File: config.mk
export PLATFORM = sky130hd
export DESIGN_NAME = axis_packetizer
export DESIGN_NICKNAME = d
export VERILOG_FILES = /design/src/rtl/noc_pkt_pkg.sv /design/src/rtl/axis_packetizer.sv
export SDC_FILE = /design/constraint.sdc
export NUM_CORES = 1
export LEC_CHECK = 0
export CAP_MARGIN = 5
export CORE_UTILIZATION = 40
export CTS_BUF_LIST = sky130_fd_sc_hd__clkbuf_8
export DETAILED_ROUTE_END_ITERATION = 7
export GPL_TIMING_DRIVEN = 0
export PLACE_DENSITY_LB_ADDON = 0.25
export SETUP_SLACK_MARGIN = 0.1
export SKIP_CTS_REPAIR_TIMING = 1
export SLEW_MARGIN = 20
export SYNTH_ARGS = -nofsm -noshare
export SYNTH_HDL_FRONTEND = slang
export SYNTH_SLANG_ARGS = --single-unit
File: constraint.sdc
create_clock -name clk -period 2.02 [get_ports clk]
set_clock_uncertainty 0.2 [all_clocks]
set_input_delay 0.404 -clock clk [delete_from_list [all_inputs] [get_ports clk]]
set_output_delay 0.404 -clock clk [all_outputs]
set_load 0.01 [all_outputs]
File: src/rtl/noc_pkt_pkg.sv
// Shared NoC packet header definitions, used by the packetizer and by the router-side decode.
// Field widths depend on each instance's mesh parameters, so they are passed in at the call site.
package noc_pkt_pkg;

  localparam int unsigned HDR_FIELD_W = 16;
  localparam int unsigned HDR_MAX_W   = 64;

  typedef logic [HDR_MAX_W-1:0] hdr_word_t;

  typedef struct packed {
    logic [HDR_FIELD_W-1:0] len;
    logic [HDR_FIELD_W-1:0] src_y;
    logic [HDR_FIELD_W-1:0] src_x;
    logic [HDR_FIELD_W-1:0] dest_y;
    logic [HDR_FIELD_W-1:0] dest_x;
  } hdr_fields_t;

  function automatic int unsigned hdr_width(input int unsigned x_w, input int unsigned y_w,
                                            input int unsigned len_w);
    return 2 * x_w + 2 * y_w + len_w;
  endfunction

  function automatic hdr_word_t field_mask(input int unsigned w);
    return (hdr_word_t'(1) << w) - hdr_word_t'(1);
  endfunction

  // LSB first: dest_x, dest_y, src_x, src_y, len; everything above is zero.
  function automatic hdr_word_t pack_header(input hdr_fields_t f, input int unsigned x_w,
                                            input int unsigned y_w, input int unsigned len_w);
    hdr_word_t   h;
    int unsigned pos;
    h   = '0;
    pos = 0;
    h   = h | ((hdr_word_t'(f.dest_x) & field_mask(x_w)) << pos);
    pos = pos + x_w;
    h   = h | ((hdr_word_t'(f.dest_y) & field_mask(y_w)) << pos);
    pos = pos + y_w;
    h   = h | ((hdr_word_t'(f.src_x) & field_mask(x_w)) << pos);
    pos = pos + x_w;
    h   = h | ((hdr_word_t'(f.src_y) & field_mask(y_w)) << pos);
    pos = pos + y_w;
    h   = h | ((hdr_word_t'(f.len) & field_mask(len_w)) << pos);
    return h;
  endfunction

  function automatic hdr_fields_t unpack_header(input hdr_word_t h, input int unsigned x_w,
                                                input int unsigned y_w, input int unsigned len_w);
    hdr_fields_t f;
    int unsigned pos;
    pos      = 0;
    f.dest_x = HDR_FIELD_W'((h >> pos) & field_mask(x_w));
    pos      = pos + x_w;
    f.dest_y = HDR_FIELD_W'((h >> pos) & field_mask(y_w));
    pos      = pos + y_w;
    f.src_x  = HDR_FIELD_W'((h >> pos) & field_mask(x_w));
    pos      = pos + x_w;
    f.src_y  = HDR_FIELD_W'((h >> pos) & field_mask(y_w));
    pos      = pos + y_w;
    f.len    = HDR_FIELD_W'((h >> pos) & field_mask(len_w));
    return f;
  endfunction

endpackage

File: src/rtl/axis_packetizer.sv
// Wraps a payload AXI-Stream into NoC packets: one header beat, then cmd_len payload beats.
// state   | meaning
// IDLE    | waiting for a command; header (or header-only packet) is loaded from here
// PAYLOAD | forwarding payload beats until the remaining count reaches zero
module axis_packetizer
  import noc_pkt_pkg::*;
#(
  parameter int unsigned DATA_WIDTH    = 32,
  parameter int unsigned MAX_ROUTERS_X = 4,
  parameter int unsigned MAX_ROUTERS_Y = 4,
  parameter int unsigned ROUTER_X      = 0,
  parameter int unsigned ROUTER_Y      = 0,
  parameter int unsigned MAX_PACKAGES  = 4,
  localparam int unsigned X_W   = $clog2(MAX_ROUTERS_X),
  localparam int unsigned Y_W   = $clog2(MAX_ROUTERS_Y),
  localparam int unsigned LEN_W = $clog2(MAX_PACKAGES + 1)
) (
  input  logic                  clk,
  input  logic                  rst,
  input  logic                  cmd_valid,
  output logic                  cmd_ready,
  input  logic [X_W-1:0]        cmd_dest_x,
  input  logic [Y_W-1:0]        cmd_dest_y,
  input  logic [LEN_W-1:0]      cmd_len,
  input  logic [DATA_WIDTH-1:0] s_tdata,
  input  logic                  s_tvalid,
  output logic                  s_tready,
  output logic [DATA_WIDTH-1:0] m_tdata,
  output logic                  m_tvalid,
  input  logic                  m_tready,
  output logic                  m_tlast,
  output logic                  busy,
  output logic                  err
);

  localparam logic [0:0]       S_IDLE    = 1'b0;
  localparam logic [0:0]       S_PAYLOAD = 1'b1;
  localparam logic [LEN_W-1:0] MAX_LEN   = LEN_W'(MAX_PACKAGES);
  localparam logic [LEN_W-1:0] ONE       = LEN_W'(1);

  logic [0:0]            state_q, state_d;
  logic [LEN_W-1:0]      cnt_q, cnt_d;
  logic [DATA_WIDTH-1:0] tdata_q, tdata_d;
  logic                  tlast_q, tlast_d;
  logic                  tvalid_q, tvalid_d;
  logic                  err_q, err_d;

  logic                  slot_free;
  logic                  cmd_fire;
  logic                  beat_fire;
  hdr_fields_t           hdr_f;
  logic [DATA_WIDTH-1:0] hdr_word;

  assign slot_free = !tvalid_q || m_tready;
  assign cmd_ready = (state_q == S_IDLE) && slot_free;
  assign s_tready  = (state_q == S_PAYLOAD) && slot_free;
  assign cmd_fire  = cmd_valid && cmd_ready;
  assign beat_fire = s_tvalid && s_tready;

  always_comb begin
    hdr_f        = '0;
    hdr_f.dest_x = HDR_FIELD_W'(cmd_dest_x);
    hdr_f.dest_y = HDR_FIELD_W'(cmd_dest_y);
    hdr_f.src_x  = HDR_FIELD_W'(ROUTER_X);
    hdr_f.src_y  = HDR_FIELD_W'(ROUTER_Y);
    hdr_f.len    = HDR_FIELD_W'(cmd_len);
    hdr_word     = DATA_WIDTH'(pack_header(hdr_f, X_W, Y_W, LEN_W));
  end

  always_comb begin
    state_d  = state_q;
    cnt_d    = cnt_q;
    tdata_d  = tdata_q;
    tlast_d  = tlast_q;
    tvalid_d = tvalid_q;
    err_d    = 1'b0;
    // A free slot with nothing new to load means the held beat has been taken.
    if (slot_free) begin
      tvalid_d = 1'b0;
    end
    if (cmd_fire) begin
      if (cmd_len > MAX_LEN) begin
        err_d = 1'b1;
      end else begin
        tdata_d  = hdr_word;
        tlast_d  = (cmd_len == '0);
        tvalid_d = 1'b1;
        cnt_d    = cmd_len;
        state_d  = (cmd_len == '0) ? S_IDLE : S_PAYLOAD;
      end
    end else if (beat_fire) begin
      tdata_d  = s_tdata;
      tlast_d  = (cnt_q == ONE);
      tvalid_d = 1'b1;
      cnt_d    = cnt_q - ONE;
      if (cnt_q == ONE) begin
        state_d = S_IDLE;
      end
    end
  end

  always_ff @(posedge clk) begin
    if (rst) begin
      state_q  <= S_IDLE;
      cnt_q    <= '0;
      tdata_q  <= '0;
      tlast_q  <= 1'b0;
      tvalid_q <= 1'b0;
      err_q    <= 1'b0;
    end else begin
      state_q  <= state_d;
      cnt_q    <= cnt_d;
      tdata_q  <= tdata_d;
      tlast_q  <= tlast_d;
      tvalid_q <= tvalid_d;
      err_q    <= err_d;
    end
  end

  assign m_tdata  = tdata_q;
  assign m_tlast  = tlast_q;
  assign m_tvalid = tvalid_q;
  assign err      = err_q;
  assign busy     = (state_q != S_IDLE);

endmodule

==> impl_metrics.toml, run 1 <==
[synthesis]
yosysTopAreaCell = "dfxtp_1"
synthCells = 199
synth.area.top_cells = "dfxtp_1 (47%), nand2_1 (8.9%), a21oi_1 (8.8%), nand3_1 (8.5%), a311oi_1 (3.2%)"
synth_ff_type = "dfxtp_1"
avgSynthCellArea_sq_um = 8.287
yosysWarnings = 0
synthArstFlopShare_pct = 0
syn_nets = 245
ys_ff_latch = 39
synth_commonest_cells = "dfxtp_1 (39), nand2_1 (39), a21oi_1 (29)"
synth_edf_count = 0
synthDominantCellAreaShare_pct = 47.34
ys_seq_area_share_pct = 47.34
synthDistinctLibCells = 33
synth_area_sq_um = 1649

[setup_path]
worstSetupStartpoint = "m_tready"
cp_data_arrival_time_ns = 1.35
crit_type = "primary input to primary output"
crit_family = "buffers and inverters"
startpoint_type = "primary input"
critical_path.max_stage_delay_ns = 0.47
r2r_start = "m_tvalid"
critPathRequiredTime_ns = 1.42
r2r_slack_ns = 0.46
critPathSlowestCell = "clkdlybuf4s50_1"
cp_max_fo = 4
end_kind = "primary output"
crit_chain = "clkdlybuf4s50_1 -> and2b_1 -> nor2_1 -> clkbuf_2"
crit_buf_inv = 2

[sta]
slew_viol_final = 0
rsz0062_at_grt = "true"
timing.hold.ws_ns = 0.2674
finalSetupViolCount = 0
max_slew_margin_pct = 68.41
final.setup.worst_slack_ns = 0.06727
hold_viol_final = 0
max_freq_ghz = 0.5121
period_needed_ns = 1.953
tightest_slew_ns = 0.4738
final.period_utilization_pct = 96.67

[grt]
grt_max_degree = 12
grt_pass1_wl_mm = 7.058
grt_pass1_vias = 1678
antenna_found_initial = 0
grt_use_total_pct = 20.83
grt.overflow.total = 0

[finish]
layout.nets = 334
design_area_sq_um = 2608
antenna_cells = 0
area_growth_pct = 58.12
drive_above_1_share_pct = 9.375

[floorplan]
die_h_um = 66.21
ios = 82
row_count = 22
core-area_sq_um = 3799
fp.dieArea_sq_um = 4384
die_x_um = 66.21
start_util_pct = 43.41

[place]
port_buffers = 81
pre_cts_slack_ns = -0.3187
hpwl_mm = 3.106
gp_congestion = 0.8625
placed_cell_area_sq_um = 2520

[detailed_routing]
drt-total-wl_mm = 4.275
dr.pass1.iters = 4
drc = 0
wire_per_inst_um = 12.72
ant_nets = 0
viasPerCell = 5.095
drt_iter0_drc = 87
vias = 1712

[cts]
clock_path_buffers = 2
root_buffer = "clkbuf_8"
cts_max_level = 2
clk_pin_slew_ns = 0.07
cts-buffers-inserted = 5
clkLatencyLatePin_ns = 0.28
cts_tree = "done"
cts.sinks = 39

[outcome]
status = "finished, final reports clean"

[power_and_ir_drop]
power_w = 0.001770
p_per_area_nw_per_um2 = 678.7
leakagePower_nw = 0.9361
ir_worst_vdd_uv = 482.2

[worst_hold_path]
hp-start = "m_tdata[6]"
hp-class = "flop to flop"

[job]
cap_violations = 0
layout by cell type (no fill, tap or decap), types with 3 or more instances in the layout:
cell type	count
a211oi_1	3
a21oi_1	29
a311oi_1	6
and3_1	3
buf_2	4
buf_4	4
clkbuf_1	4
clkbuf_2	3
clkbuf_8	6
clkdlybuf4s50_1	79
dfxtp_1	38
inv_1	3
nand2_1	39
nand3_1	28
nor2_1	3
nor3_1	8
cell families (layout without fill, tap and decap cells):
family | Yosys count | after routing | share of synthesized area, %
buffers and inverters | 19 | 108 | 6.904
AND/OR/NAND/NOR | 91 | 91 | 26.71
AO/OA/AOI/OAI | 48 | 48 | 17.53
adder cells (fa/ha/maj) | 2 | 2 | 1.517
flip-flops | 39 | 39 | 47.34
worst register-to-register path, stage by stage, from the launching register on:
cell      delay, ns
dfxtp_1        0.40
nand2b_4       0.09
buf_4          0.15
and3_1         0.16
buf_6          0.14
nor2_1         0.17
o32ai_1        0.12
sequential cells by signal (all words and copies together), names as in the netlist:
signal and count:
m_tlast 1, m_tdata 32, busy 1, cnt_q 3
m_tvalid 1, err 1
routing by layer:
layer	vias to the layer above	global-route usage, %	share of wire (%)
met1	763	25.42	45
met3	2	6.379	8.0
li1	879	-	-
met4	0	5.585	0.14
met2	68	35.20	46
met5	-	0	0
area by class of cell:
| cell class | instances | area, sq um |
|---|---|---|
| fill | 364 | 1191 |
| timing repair buffer | 82 | 808.3 |
| sequential | 39 | 782.0 |
| multi-input combinational | 141 | 754.5 |
| buffer | 16 | 103.9 |
| clock buffer | 6 | 82.58 |
| tap | 48 | 60.06 |
| inverter | 3 | 11.26 |
| clock inverter | 1 | 5.005 |
final timing paths:
kind / end / depth (start not counted)
hold / removal: m_tdata[6] / 2
setup reg to reg: cnt_q[2] / 6
hold reg to reg: m_tdata[6] / 2
setup / recovery: cmd_ready / 4
where the power goes:
part           switching [W]  internal, W
Combinational       0.000187     0.000228
Clock               0.000244     0.000268
Sequential         0.0000277     0.000816
per-stage QoR:
step / utilization [%] / cells / setup TNS [ns]
2_1_floorplan: - / 199 / 0
3_3_place_gp: 66.34 / 328 / -2.596
3_5_place_dp: 66.34 / 328 / -2.943
4_1_cts: 68.64 / 335 / -0.6041
5_1_grt: 68.64 / 336 / 0
6_report: 68.64 / 336 / 0
(Power assumes the default switching activity.)
==> run 2: changes to the inputs <==
--- a/config.mk
+++ b/config.mk
@@ -6,6 +6,7 @@
 export NUM_CORES = 1
 export LEC_CHECK = 0
 export CAP_MARGIN = 5
+export CORE_MARGIN = 1.5
 export CORE_UTILIZATION = 40
 export CTS_BUF_LIST = sky130_fd_sc_hd__clkbuf_8
 export DETAILED_ROUTE_END_ITERATION = 7
==> impl_metrics.toml, run 2 (same netlist as run 1, synthesis figures left out) <==
[grt]
grt_max_degree = 13
grt.overflow.total = 0
grt_use_met3_pct = 8.500
use_met2_pct = 31.68
met1_usage_pct = 25.70
antenna_found_initial = 0
busiest_layer = "met2"
grt_use_total_pct = 20.52
grt_pass1_vias = 1503
grt_pass1_wl_mm = 6.934

[job]
cap_violations = 0

[setup_path]
r2r_start = "m_tvalid"
r2r_slack_ns = 0.44
crit_buf_inv = 1
crit_end = "m_tvalid"
crit_cells = 1
crit_type = "flop to primary output"
crit_chain = "clkdlybuf4s50_1"
critical_path.max_stage_delay_ns = 0.57
startpoint_type = "flop"
critPathSlowestCell = "clkdlybuf4s50_1"
end_kind = "primary output"
cp_max_fo = 3
rr_endpoint = "m_tlast"
crit_family = "buffers and inverters"
cp_data_arrival_time_ns = 1.27
critPathRequiredTime_ns = 1.42
r2r_cells = 5
worstSetupStartpoint = "m_tvalid"

[detailed_routing]
drt-total-wl_mm = 4.472
ant_nets = 0
drt_iter0_drc = 83
wire_per_inst_um = 13.19
drc = 0
viasPerCell = 5.121
vias = 1736
dr.pass1.iters = 4

[worst_hold_path]
hp-class = "flop to flop"

[place]
port_buffers = 81
hpwl_mm = 3.144
placed_cell_area_sq_um = 2522
place_inst = 330
gp_congestion = 0.8640

[cts]
cts.sinks = 39
cts_max_level = 2
clk_pin_slew_ns = 0.08
cts_tree = "done"
clkLatencyLatePin_ns = 0.30
cts-buffers-inserted = 5
clock_path_buffers = 2
root_buffer = "clkbuf_8"

[sta]
final.period_utilization_pct = 92.69
tightest_slew_ns = 0.4632
setup_tns_ns = 0
slew_viol_final = 0
max_slew_margin_pct = 69.12
period_needed_ns = 1.872
rsz0062_at_grt = "false"
hold_viol_final = 0
max_freq_ghz = 0.5341
finalSetupViolCount = 0

[finish]
drive_above_1_share_pct = 10.73
regArea_sq_um = 782.0
post-route-util_pct = 66.51
layout_common_cells = "clkdlybuf4s50_1 (77), nand2_1 (39), dfxtp_1 (38)"
fin_cells = 339
final_common_cell = "clkdlybuf4s50_1"
multiInputGateArea_sq_um = 769.5
layout.nets = 334
area_growth_pct = 60.17
n_fill_cell = 356
antenna_cells = 0
design_area_sq_um = 2641
largest_reg_flops = 32

[floorplan]
die_x_um = 67.21
ios = 82
start_util_pct = 41.52
fp.dieArea_sq_um = 4517
die_h_um = 67.21
core-area_sq_um = 3971
row_count = 23

[power_and_ir_drop]
p_per_area_nw_per_um2 = 675.6
leakagePower_nw = 0.9670
ir_worst_vdd_uv = 424.0
power_w = 0.001784

[outcome]
status = "finished, final reports clean"
-- run 2: cell type report --
| cell class | count | share of cell area [%] |
|---|---|---|
| clock buffers | 5 | 2.605 |
| multi-input cells | 141 | 29.13 |
| well taps | 50 | 2.369 |
| inverters | 3 | 0.4263 |
| plain buffers | 16 | 3.979 |
| flip-flops and latches | 39 | 29.61 |
| clock inverters | 3 | 0.6158 |
| repair buffers | 82 | 31.26 |
-- run 2: stage by stage --
| stage | worst slack (ns) | hold WS (ns) |
|---|---|---|
| floorplan | 0.4907 | 0.2437 |
| global placement | -0.3518 | 0.2520 |
| detailed placement | -0.3520 | 0.2586 |
| CTS | -0.3648 | 0.2694 |
| global route | 0.1042 | 0.2875 |
| finish | 0.1476 | 0.2663 |
-- run 2: worst min path at each step --
stage / from / to / slack [ns] / depth (start not counted)
2_1_floorplan: cnt_q[1] / cnt_q[1] / 0.24 / 2
4_1_cts: m_tdata[7] / m_tdata[7] / 0.27 / 2
3_3_place_gp: cnt_q[1] / cnt_q[1] / 0.25 / 2
3_5_place_dp: m_tdata[7] / m_tdata[7] / 0.26 / 2
6_report: m_tdata[13] / m_tdata[13] / 0.27 / 2
5_1_grt: m_tdata[17] / m_tdata[17] / 0.29 / 2
-- run 2: report_power, final --
group	leakage [nW]	switching [W]	internal, W	total [W]
registers	0.318	0.0000277	0.000816	0.000844
logic	0.603	0.000194	0.000232	0.000426
clock network	0.0453	0.000279	0.000236	0.000515
-- run 2: layer usage --
| layer | up-vias | wire [um] |
|---|---|---|
| met2 | 54 | 2082 |
| met4 | 0 | 56 |
| met1 | 795 | 1994 |
| met3 | 7 | 339 |
| li1 | 880 | - |
| met5 | - | 0 |
==> run 3: changes to the inputs <==
--- a/config.mk
+++ b/config.mk
@@ -14,6 +14,7 @@
 export PLACE_DENSITY_LB_ADDON = 0.25
 export SETUP_SLACK_MARGIN = 0.1
 export SKIP_CTS_REPAIR_TIMING = 1
+export SKIP_LAST_GASP = 1
 export SLEW_MARGIN = 20
 export SYNTH_ARGS = -nofsm -noshare
 export SYNTH_HDL_FRONTEND = slang
==> results of run 3 <==
Same layout as run 2: the final DEF is identical, and so are final timing and power.
